===== config.mk =====
export PLATFORM = sky130hd
export DESIGN_NAME = proj_to_affine
export DESIGN_NICKNAME = d
export VERILOG_FILES = /design/src/rtl/proj_to_affine.sv
export SDC_FILE = /design/constraint.sdc
export NUM_CORES = 2
export LEC_CHECK = 0
export CAP_MARGIN = 20
export CORE_MARGIN = 2
export CORE_UTILIZATION = 60
export CTS_BUF_LIST = sky130_fd_sc_hd__clkbuf_4 sky130_fd_sc_hd__clkbuf_8 sky130_fd_sc_hd__clkbuf_16
export CTS_CLUSTER_SIZE = 12
export DETAILED_ROUTE_END_ITERATION = 6
export GPL_TIMING_DRIVEN = 0
export PLACE_DENSITY_LB_ADDON = 0.15
export SLEW_MARGIN = 5
export SYNTH_ARGS = -nofsm -noshare
export SYNTH_HDL_FRONTEND = slang
export SYNTH_SLANG_ARGS = --single-unit

===== constraint.sdc =====
create_clock -name clk -period 14 [get_ports clk]
set_clock_uncertainty 0.1 [all_clocks]
set_input_delay 2.8 -clock clk [delete_from_list [all_inputs] [get_ports clk]]
set_output_delay 2.8 -clock clk [all_outputs]
set_load 0.005 [all_outputs]

===== src/rtl/proj_to_affine.sv =====
// proj_to_affine
// Converts a projective point (X:Y:Z) over GF(q) to affine form
// x_A = X/Z mod q, y_A = Y/Z mod q.
//
// Ports:
//   clk, rst              clock; asynchronous active-high reset
//   in_valid / in_ready   input handshake; X_P, Y_P, Z_P, mod are captured on accept
//   out_valid / out_ready output handshake; x_A, y_A, inf_flag held until consumed
//   inf_flag              Z_P was zero, so the result is the point at infinity
//
// Flow: IDLE -> INV (2*DATA_WIDTH cycles, constant-time binary inverse of Z)
//       -> MULX -> MULY (DATA_WIDTH cycles each, bit-serial multiply) -> DONE.
//
// Optional macro P2A_DUAL_MUL_EN: two multipliers run in MULX together and
// MULY is skipped, cutting latency from 1+4*DATA_WIDTH to 1+3*DATA_WIDTH.
module proj_to_affine #(
  parameter int DATA_WIDTH = 30
) (
  input  logic                  clk,
  input  logic                  rst,
  input  logic                  in_valid,
  output logic                  in_ready,
  input  logic [DATA_WIDTH-1:0] X_P,
  input  logic [DATA_WIDTH-1:0] Y_P,
  input  logic [DATA_WIDTH-1:0] Z_P,
  input  logic [DATA_WIDTH-1:0] mod,
  output logic                  out_valid,
  input  logic                  out_ready,
  output logic [DATA_WIDTH-1:0] x_A,
  output logic [DATA_WIDTH-1:0] y_A,
  output logic                  inf_flag
);

  localparam int W  = DATA_WIDTH;
  localparam int CW = $clog2(2 * W);
  localparam logic [CW-1:0] INV_LAST = CW'(2 * W - 1);
  localparam logic [CW-1:0] MUL_LAST = CW'(W - 1);

  typedef enum logic [2:0] {IDLE, INV, MULX, MULY, DONE} state_t;

  state_t        state;
  logic [CW-1:0] cnt;
  logic [W-1:0]  xr, yr;
  logic [W:0]    q_r;
  logic [W:0]    u, v, x1, x2;
  logic [W:0]    u_n, v_n, x1_n, x2_n;
  logic [W-1:0]  zinv_c;
  logic [W-1:0]  zsh;
  logic [W:0]    acc_x, acc_x_n;
`ifdef P2A_DUAL_MUL_EN
  logic [W:0]    acc_y, acc_y_n;
`endif

  // x/2 mod q; an odd x gets q added first so the shift is exact.
  function automatic logic [W:0] half_mod(input logic [W:0] x, input logic [W:0] q);
    logic [W:0] t;
    t = x[0] ? (x + q) : x;
    return t >> 1;
  endfunction

  // (a - b) mod q for a, b already in [0,q).
  function automatic logic [W:0] sub_mod(input logic [W:0] a, input logic [W:0] b,
                                         input logic [W:0] q);
    return (a >= b) ? (a - b) : (a + q - b);
  endfunction

  // One MSB-first interleaved multiply step: acc = 2*acc + bit*a, reduced after each add.
  function automatic logic [W:0] mul_step(input logic [W:0] acc, input logic [W-1:0] a,
                                          input logic b, input logic [W:0] q);
    logic [W:0] t;
    t = acc << 1;
    if (t >= q) t = t - q;
    if (b) t = t + {1'b0, a};
    if (t >= q) t = t - q;
    return t;
  endfunction

  // Binary extended-Euclid step. Invariants: x1*Z == u and x2*Z == v (mod q).
  // Subtract and halve are fused so each step shrinks log2(u*v) by at least
  // one bit, which bounds the loop at 2*W steps. Once u or v reaches 1 the
  // values freeze until the fixed cycle count runs out.
  always_comb begin
    u_n  = u;
    v_n  = v;
    x1_n = x1;
    x2_n = x2;
    if (u == 1 || v == 1) begin
      u_n = u;
    end else if (!u[0]) begin
      u_n  = u >> 1;
      x1_n = half_mod(x1, q_r);
    end else if (!v[0]) begin
      v_n  = v >> 1;
      x2_n = half_mod(x2, q_r);
    end else if (u >= v) begin
      u_n  = (u - v) >> 1;
      x1_n = half_mod(sub_mod(x1, x2, q_r), q_r);
    end else begin
      v_n  = (v - u) >> 1;
      x2_n = half_mod(sub_mod(x2, x1, q_r), q_r);
    end
    zinv_c = (u_n == 1) ? x1_n[W-1:0] : x2_n[W-1:0];
  end

  // Multiplier datapath; the shared unit picks X in MULX and Y in MULY.
  always_comb begin
`ifdef P2A_DUAL_MUL_EN
    acc_x_n = mul_step(acc_x, xr, zsh[W-1], q_r);
    acc_y_n = mul_step(acc_y, yr, zsh[W-1], q_r);
`else
    acc_x_n = mul_step(acc_x, (state == MULY) ? yr : xr, zsh[W-1], q_r);
`endif
  end

  // Control FSM and all registered state. zsh rotates rather than shifts so
  // that after MULX it holds Zinv again, ready for MULY.
  always_ff @(posedge clk or posedge rst) begin
    if (rst) begin
      state     <= IDLE;
      cnt       <= '0;
      xr        <= '0;
      yr        <= '0;
      q_r       <= '0;
      u         <= '0;
      v         <= '0;
      x1        <= '0;
      x2        <= '0;
      zsh       <= '0;
      acc_x     <= '0;
`ifdef P2A_DUAL_MUL_EN
      acc_y     <= '0;
`endif
      in_ready  <= 1'b1;
      out_valid <= 1'b0;
      x_A       <= '0;
      y_A       <= '0;
      inf_flag  <= 1'b0;
    end else begin
      case (state)
        IDLE: begin
          if (in_valid) begin
            xr       <= X_P;
            yr       <= Y_P;
            q_r      <= {1'b0, mod};
            u        <= {1'b0, Z_P};
            v        <= {1'b0, mod};
            x1       <= (W + 1)'(1);
            x2       <= '0;
            cnt      <= '0;
            acc_x    <= '0;
`ifdef P2A_DUAL_MUL_EN
            acc_y    <= '0;
`endif
            x_A      <= '0;
            y_A      <= '0;
            in_ready <= 1'b0;
            if (Z_P == '0) begin
              inf_flag  <= 1'b1;
              out_valid <= 1'b1;
              state     <= DONE;
            end else begin
              inf_flag <= 1'b0;
              state    <= INV;
            end
          end
        end
        INV: begin
          u  <= u_n;
          v  <= v_n;
          x1 <= x1_n;
          x2 <= x2_n;
          if (cnt == INV_LAST) begin
            cnt   <= '0;
            zsh   <= zinv_c;
            state <= MULX;
          end else begin
            cnt <= cnt + 1'b1;
          end
        end
        MULX: begin
          acc_x <= acc_x_n;
`ifdef P2A_DUAL_MUL_EN
          acc_y <= acc_y_n;
`endif
          zsh   <= {zsh[W-2:0], zsh[W-1]};
          if (cnt == MUL_LAST) begin
            cnt   <= '0;
            x_A   <= acc_x_n[W-1:0];
            acc_x <= '0;
`ifdef P2A_DUAL_MUL_EN
            y_A       <= acc_y_n[W-1:0];
            out_valid <= 1'b1;
            state     <= DONE;
`else
            state <= MULY;
`endif
          end else begin
            cnt <= cnt + 1'b1;
          end
        end
        MULY: begin
          acc_x <= acc_x_n;
          zsh   <= {zsh[W-2:0], zsh[W-1]};
          if (cnt == MUL_LAST) begin
            cnt       <= '0;
            y_A       <= acc_x_n[W-1:0];
            out_valid <= 1'b1;
            state     <= DONE;
          end else begin
            cnt <= cnt + 1'b1;
          end
        end
        DONE: begin
          if (out_ready) begin
            out_valid <= 1'b0;
            in_ready  <= 1'b1;
            state     <= IDLE;
          end
        end
        default: state <= IDLE;
      endcase
    end
  end

endmodule


After elaboration in Yosys (flattened, before gate mapping)
Index checks and enable logic that the tools add are counted.

cells by class
  $add $sub $neg = 14
  multiply operators = 0
  divide/modulo/power cells = 0
  order comparisons = 5
  equality and inequality tests = 20
  shift-type cells = 0
  multiplexer cells = 63
  bitwise operators = 0
  reduce and logical (&&, ||, !) cells = 25

operator list
  cell                                                               count
  31-bit two-way mux                                                 28
  31-bit case mux with 2 select lines                                4
  30-bit two-way mux                                                 7
  31-bit subtractor                                                  6
  30-bit case mux with 2 select lines                                3
  31-bit by 30-bit adder with 31-bit output                          5
  31-bit by 1-bit == test with 1-bit output (second input constant)  3
  31-bit >= comparator                                               3
  30-bit case mux with 3 select lines                                1
  31-bit by 30-bit >= comparator with 1-bit output                   2
  31-bit by 30-bit subtractor with 31-bit output                     1
  30-bit logical NOT                                                 1
  30-bit subtractor                                                  1
  5-bit AND reduction                                                4
  3-bit two-way mux                                                  6
  6-bit two-way mux                                                  3
  6-bit case mux with 3 select lines                                 1
  3-bit case mux with 5 select lines                                 1
  2-bit != test (second input constant)                              7
  2-bit AND reduction                                                5
  2-bit nonzero test                                                 5
  3-bit != test (second input constant)                              3
  3-bit AND reduction                                                3
  3-bit nonzero test                                                 3
  14 further kinds                                                   21

storage, ports and cells
  register bits after elaboration = 346
  latch bits = 0
  RAM bits = 0
  memory bits (read-only) = 0
  input port bits = 124
  output and inout bits = 63
  logic and storage cells = 146
  memories kept = 0

Longest topological paths before layout
  word-level depth = 12
  depth in mapped cells = 40

Worst setup path after synthesis
OpenSTA, ideal clock, no wires.

  path kind = flip-flop to flip-flop
  start = register q_r[1]
  end = register acc_x[0]
  arrival = 8.439 ns
  setup slack = 5.383 ns
  cell stages (with the launch flop) = 39
  path buffers = 2
  cell sequence = dfrtp_1 -> inv_1 -> ha_1 -> nor2b_1 -> o21a_1 -> o21ai_1 -> a21oi_1 -> a41oi_1 -> a21oi_1 -> a31oi_1 -> o211ai_1 -> a31o_2 -> buf_2 -> mux2_2 -> ha_1 -> a21o_1 -> a21o_1 -> a211oi_1 -> [... 3 more ...] -> a21oi_1 -> xnor2_1 -> mux2_2 -> ha_1 -> a21o_1 -> a21o_1 -> a21oi_1 -> o31ai_1 -> nand3_1 -> nand2_1 -> a21o_1 -> a221o_1 -> a31o_1 -> a221o_1 -> nor3b_2 -> buf_6 -> mux2_2 -> o21ai_1

on the way
  word-level cells in the longest chain between the ends = 8
  elaborated cells on any way between the ends = 10
  classes of those cells = 3 x add/sub; 2 x order compare; 5 x mux

RTL lines
  element                                                                                                                    RTL line  source
  from (decl)                                                                                                                44        logic [W:0] q_r;
  from (signal assigned)                                                                                                     144       q_r <= {1'b0, mod};
  31-bit by 30-bit subtractor with 31-bit output / 31-bit by 30-bit >= comparator with 1-bit output (equally long branches)  72        if (t >= q) t = t - q;
  31-bit two-way mux                                                                                                         72
  31-bit by 30-bit adder with 31-bit output                                                                                  73        if (b) t = t + {1'b0, a};
  31-bit two-way mux                                                                                                         73
  31-bit by 30-bit >= comparator with 1-bit output / 30-bit subtractor (equally long branches)                               74        if (t >= q) t = t - q;
  30-bit two-way mux (*)                                                                                                     74
  30-bit two-way mux                                                                                                         186       if (cnt == MUL_LAST) begin
  30-bit case mux with 3 select lines (*)                                                                                    139       case (state)
  to (signal assigned)                                                                                                       181       acc_x <= acc_x_n;
  to (signal assigned)                                                                                                       202       acc_x <= acc_x_n;
  to (decl)                                                                                                                  49        logic [W:0] acc_x, acc_x_n;

Every way passes the cells marked *; elsewhere a longest branch is shown, timed or not.
A chain may end at the register's enable or synchronous reset.

Final worst setup path
  start = register q_r[1]
  end = register y_A[28]

on the way
  word-level cells in the longest chain between the ends = 8
  elaborated cells on any way between the ends = 10
  classes of those cells = 3 x add/sub; 2 x order compare; 5 x mux

RTL lines
  element                                                                                                                    RTL line  source
  31-bit by 30-bit subtractor with 31-bit output / 31-bit by 30-bit >= comparator with 1-bit output (equally long branches)  72
  31-bit two-way mux                                                                                                         72
  31-bit by 30-bit adder with 31-bit output                                                                                  73
  31-bit two-way mux                                                                                                         73
  30-bit subtractor / 31-bit by 30-bit >= comparator with 1-bit output (equally long branches)                               74
  30-bit two-way mux (*)                                                                                                     74
  30-bit two-way mux (*)                                                                                                     204       if (cnt == MUL_LAST) begin
  30-bit case mux with 2 select lines (*)                                                                                    139
  to (signal assigned)                                                                                                       206       y_A <= acc_x_n[W-1:0];
  to (decl)                                                                                                                  30        output logic [DATA_WIDTH-1:0] y_A,

Every way passes the cells marked *; elsewhere a longest branch is shown, timed or not. The select of a mux whose other input is x is not followed.

==> results.md <==
Status:
- The flow ran to the end, but the final reports show violations.
- The checks that failed: DRC.

Floorplan:
- The initial utilization of the core area, before any placement, comes to 0.610.
- The vertical extent of the die is 258 um.
- During I/O placement, the number of pins put on the boundary was 187.
- The core region is 63300 um^2.
- Measured along the x axis, the die boundary spans 258 um.
- The area enclosed by the die boundary is 66400 um^2.
- The floorplan has 92 rows.

Clocking:
- In this run, CTS created clock tree buffers numbering 40.
- After clock tree synthesis, the repair step resized 0 gates.
- Clock tree synthesis selected as its root buffer the cell clkbuf_16.
- The CTS tree is yes.
- The clock sink count is 343.
- The longest clock path from root to sink contains 3 buffers.
- Clock-pin slew was measured on the worst setup and hold paths at 0.07 ns.
- The maximum level of the CTS H-tree is 2.
- The clock network latency to the later pin of the worst-skew pair is 0.60 ns.
- The hold buffer count at CTS is 0.
- The number of buffers added for setup after CTS is 0.

Timing:
- The worst path needs 11.21 ns of the cycle, external delays included.
- At the pin with the least slew margin, the transition time is 1.27 ns.
- The relative slew slack is 0.150.
- Setup violations remaining at the end of the flow were counted as 0.
- Timing would allow up to 89.2 MHz.
- The number of pins with negative max-slew slack in the final report is 0.
- Across all hold checks on the routed design, the worst slack comes to 0.376 ns.
- The final-report hold violation count is 0.
- The share of the clock period used by the worst path after layout is 0.801.
- Setup repair after global routing left no endpoint under its margin.

Synth:
- The synthesized design contains 343 register bits.
- The average cell area after synthesis is 7.79 um^2.
- The cell count after synthesis came out at 4955.
- The register area share after synthesis is 0.222.
- The most used flip-flop cell after synthesis is dfrtp_1.
- Counting distinct cell types in the post-synthesis netlist gives 102.
- The fraction of registers with async set/reset is 1.00.
- The area of the mapped netlist is 38600 um^2.
- The number of enable flip-flop cells after synthesis is 0.
- The number of nets handed over by synthesis was 5491.
- For this run, the number of Yosys warnings is 0.

Worst setup path:
- For the worst setup path, the data required time is 14.32 ns.
- In this design, the stage delay of the slowest critical-path cell is 0.95 ns.
- The start point of the critical path is q_r[1]$_DFFE_PP0P_.
- STA classifies the critical path startpoint as a flip-flop.
- By startpoint and endpoint, the worst setup path is classified as reg -> reg.
- The sort of element at the end of the critical path is a flip-flop.
- In this design, the critical path's most frequently occurring cell is a21oi_1.
- The source of the worst register-to-register timing path is q_r[1]$_DFFE_PP0P_.
- At the worst endpoint, the arrival time is 11.54 ns.
- The largest individual stage delay along the critical path comes from the cell dfrtp_1.
- In this run the worst path has a maximum fanout of 10.

Place:
- Once placement finished, the instance area stood at 41700 um^2.
- The placed wire-length estimate is 132000 um.
- Buffers placed on the I/O ports in this run total 186.
- At the end of routability-driven placement, the weighted congestion stood at 1.08.

Route:
- After detailed routing, the average wire length per cell comes to 27.3 um.
- For this run, design rule violations remaining after detail routing come to 5.
- For this block, the initial DRC count from the detailed router was 5733.
- The number of detailed-routing iterations run before antenna repair is 7.
- In this run the remaining antenna-violating nets after routing total 0.
- The final route contains 42300 vias.
- Wires add up to 166000 um.
- In the routed layout, each cell is associated on average with a via count of 6.97.

Final layout:
- The area added between synthesis and finish is 11.7%.
- In the final layout, the share of cells above drive strength 1 is 0.0573.
- In the layout the commonest cells are nand2_1 (557), ha_1 (399), a21oi_1 (396).
- Measured on the finished design, the core utilization comes to 0.681.
- The final design area excluding fillers is 43100 um^2.
- The total number of nets in the final design is 5728.
- The most common cell after layout, fill and taps aside is nand2_1.

Global routing:
- Entering global routing, the biggest net connects 122 pins.
- After global routing the overflow that remains totals 0.
- The all-layer global routing usage is 0.483.
- The global-route wire length before repair is 244000 um.
- The number of antenna violations at the first check in global routing is 4.
- The via count of the first global-routing pass is 40200.

Run:
- The number of violations of the max-capacitance limit is 0.

Min path:
- The worst hold path belongs to the class reg -> reg.
- In this run the most critical hold path is launched from yr[6]$_DFFE_PP0P_.
## layer usage
metal  wire (um)  up-vias  GRT usage
li1            -    18700          -
met2       70900     3013      0.749
met3       20300      748      0.124
met5          70        -    0.00712
met1       59700    19900      0.581
met4       14700        2      0.352
## worst paths after layout
check	to	slack, ns	depth (start not counted)
min in group asynchronous	v[4]$_DFFE_PP0P_	2.60	2
min	yr[6]$_DFFE_PP0P_	0.38	2
max in group asynchronous	x1[27]$_DFFE_PP0P_	10.03	3
max	y_A[28]$_DFFE_PP0P_	2.79	40
max reg2reg	y_A[28]$_DFFE_PP0P_	2.79	40
min reg2reg	yr[6]$_DFFE_PP0P_	0.38	2
## kinds of logic after synthesis
logic type | synth area share
AOI/OAI and AO/OA | 0.282
and+or+nand+nor | 0.183
buffers and inverters | 0.0518
adders and majority gates | 0.136
DFF | 0.222
xor gates and xnor gates | 0.0735
muxes | 0.0508
## state kept, by name, indices dropped and copies added (netlist names)
name and flops:
q_r 30, xr 30, in_ready 1, inf_flag 1, x_A 30, yr 30
state 3, v 30, out_valid 1, cnt 6, y_A 30, acc_x 30
u 31, zsh 30, x2 30, x1 30
## worst max-delay path, delay by kind of cell (launching register included)
| family | cells | cell delay, ns |
|---|---|---|
| and+or+nand+nor | 6 | 0.80 |
| buffers and inverters | 3 | 0.98 |
| adders and majority gates | 3 | 0.97 |
| muxes | 3 | 1.22 |
| xor gates and xnor gates | 1 | 0.10 |
| DFF | 1 | 0.95 |
| AOI/OAI and AO/OA | 24 | 5.93 |
## area by class of cell
cell class                 instances  area [um^2]
antenna                            4         10.0
buffer                           241         1020
clock buffer                      52         1130
clock inverter                    17          310
fill                            5329        20200
inverter                         262          991
multi-input combinational       4109        28000
sequential                       343         8580
tap                              846         1060
timing repair buffer             195         2000
## per-stage QoR
| stage | TNS, ns | setup WS [ns] | instances |
|---|---|---|---|
| 4_1_cts | 0 | 3.10 | 6063 |
| 3_3_place_gp | -928.68 | -2.77 | 5987 |
| 3_5_place_dp | 0 | 3.25 | 5994 |
| 6_report | 0 | 2.79 | 6069 |
| 2_1_floorplan | 0 | 1.59 | 4955 |
| 5_1_grt | 0 | 2.19 | 6066 |
## cell usage after synthesis (81+ instances only)
cell      number  share of area
inv_1        260          0.025
xor2_1       124          0.028
xnor2_1      200          0.045
ha_1         399           0.13
clkbuf_1     176          0.017
nand3_1      190          0.025
o21ai_0      363          0.047
o21ai_1      107          0.014
mux2_2        91          0.027
nor2_1       301          0.029
a21oi_1      396          0.051
dfrtp_1      342           0.22
nand2_1      557          0.054
mux2i_1       81          0.021
a21o_1       169          0.033
nor3_1        95          0.012
Power is not shown: default switching activity piles up to over one toggle a cycle in this logic, so the estimate is an artifact.
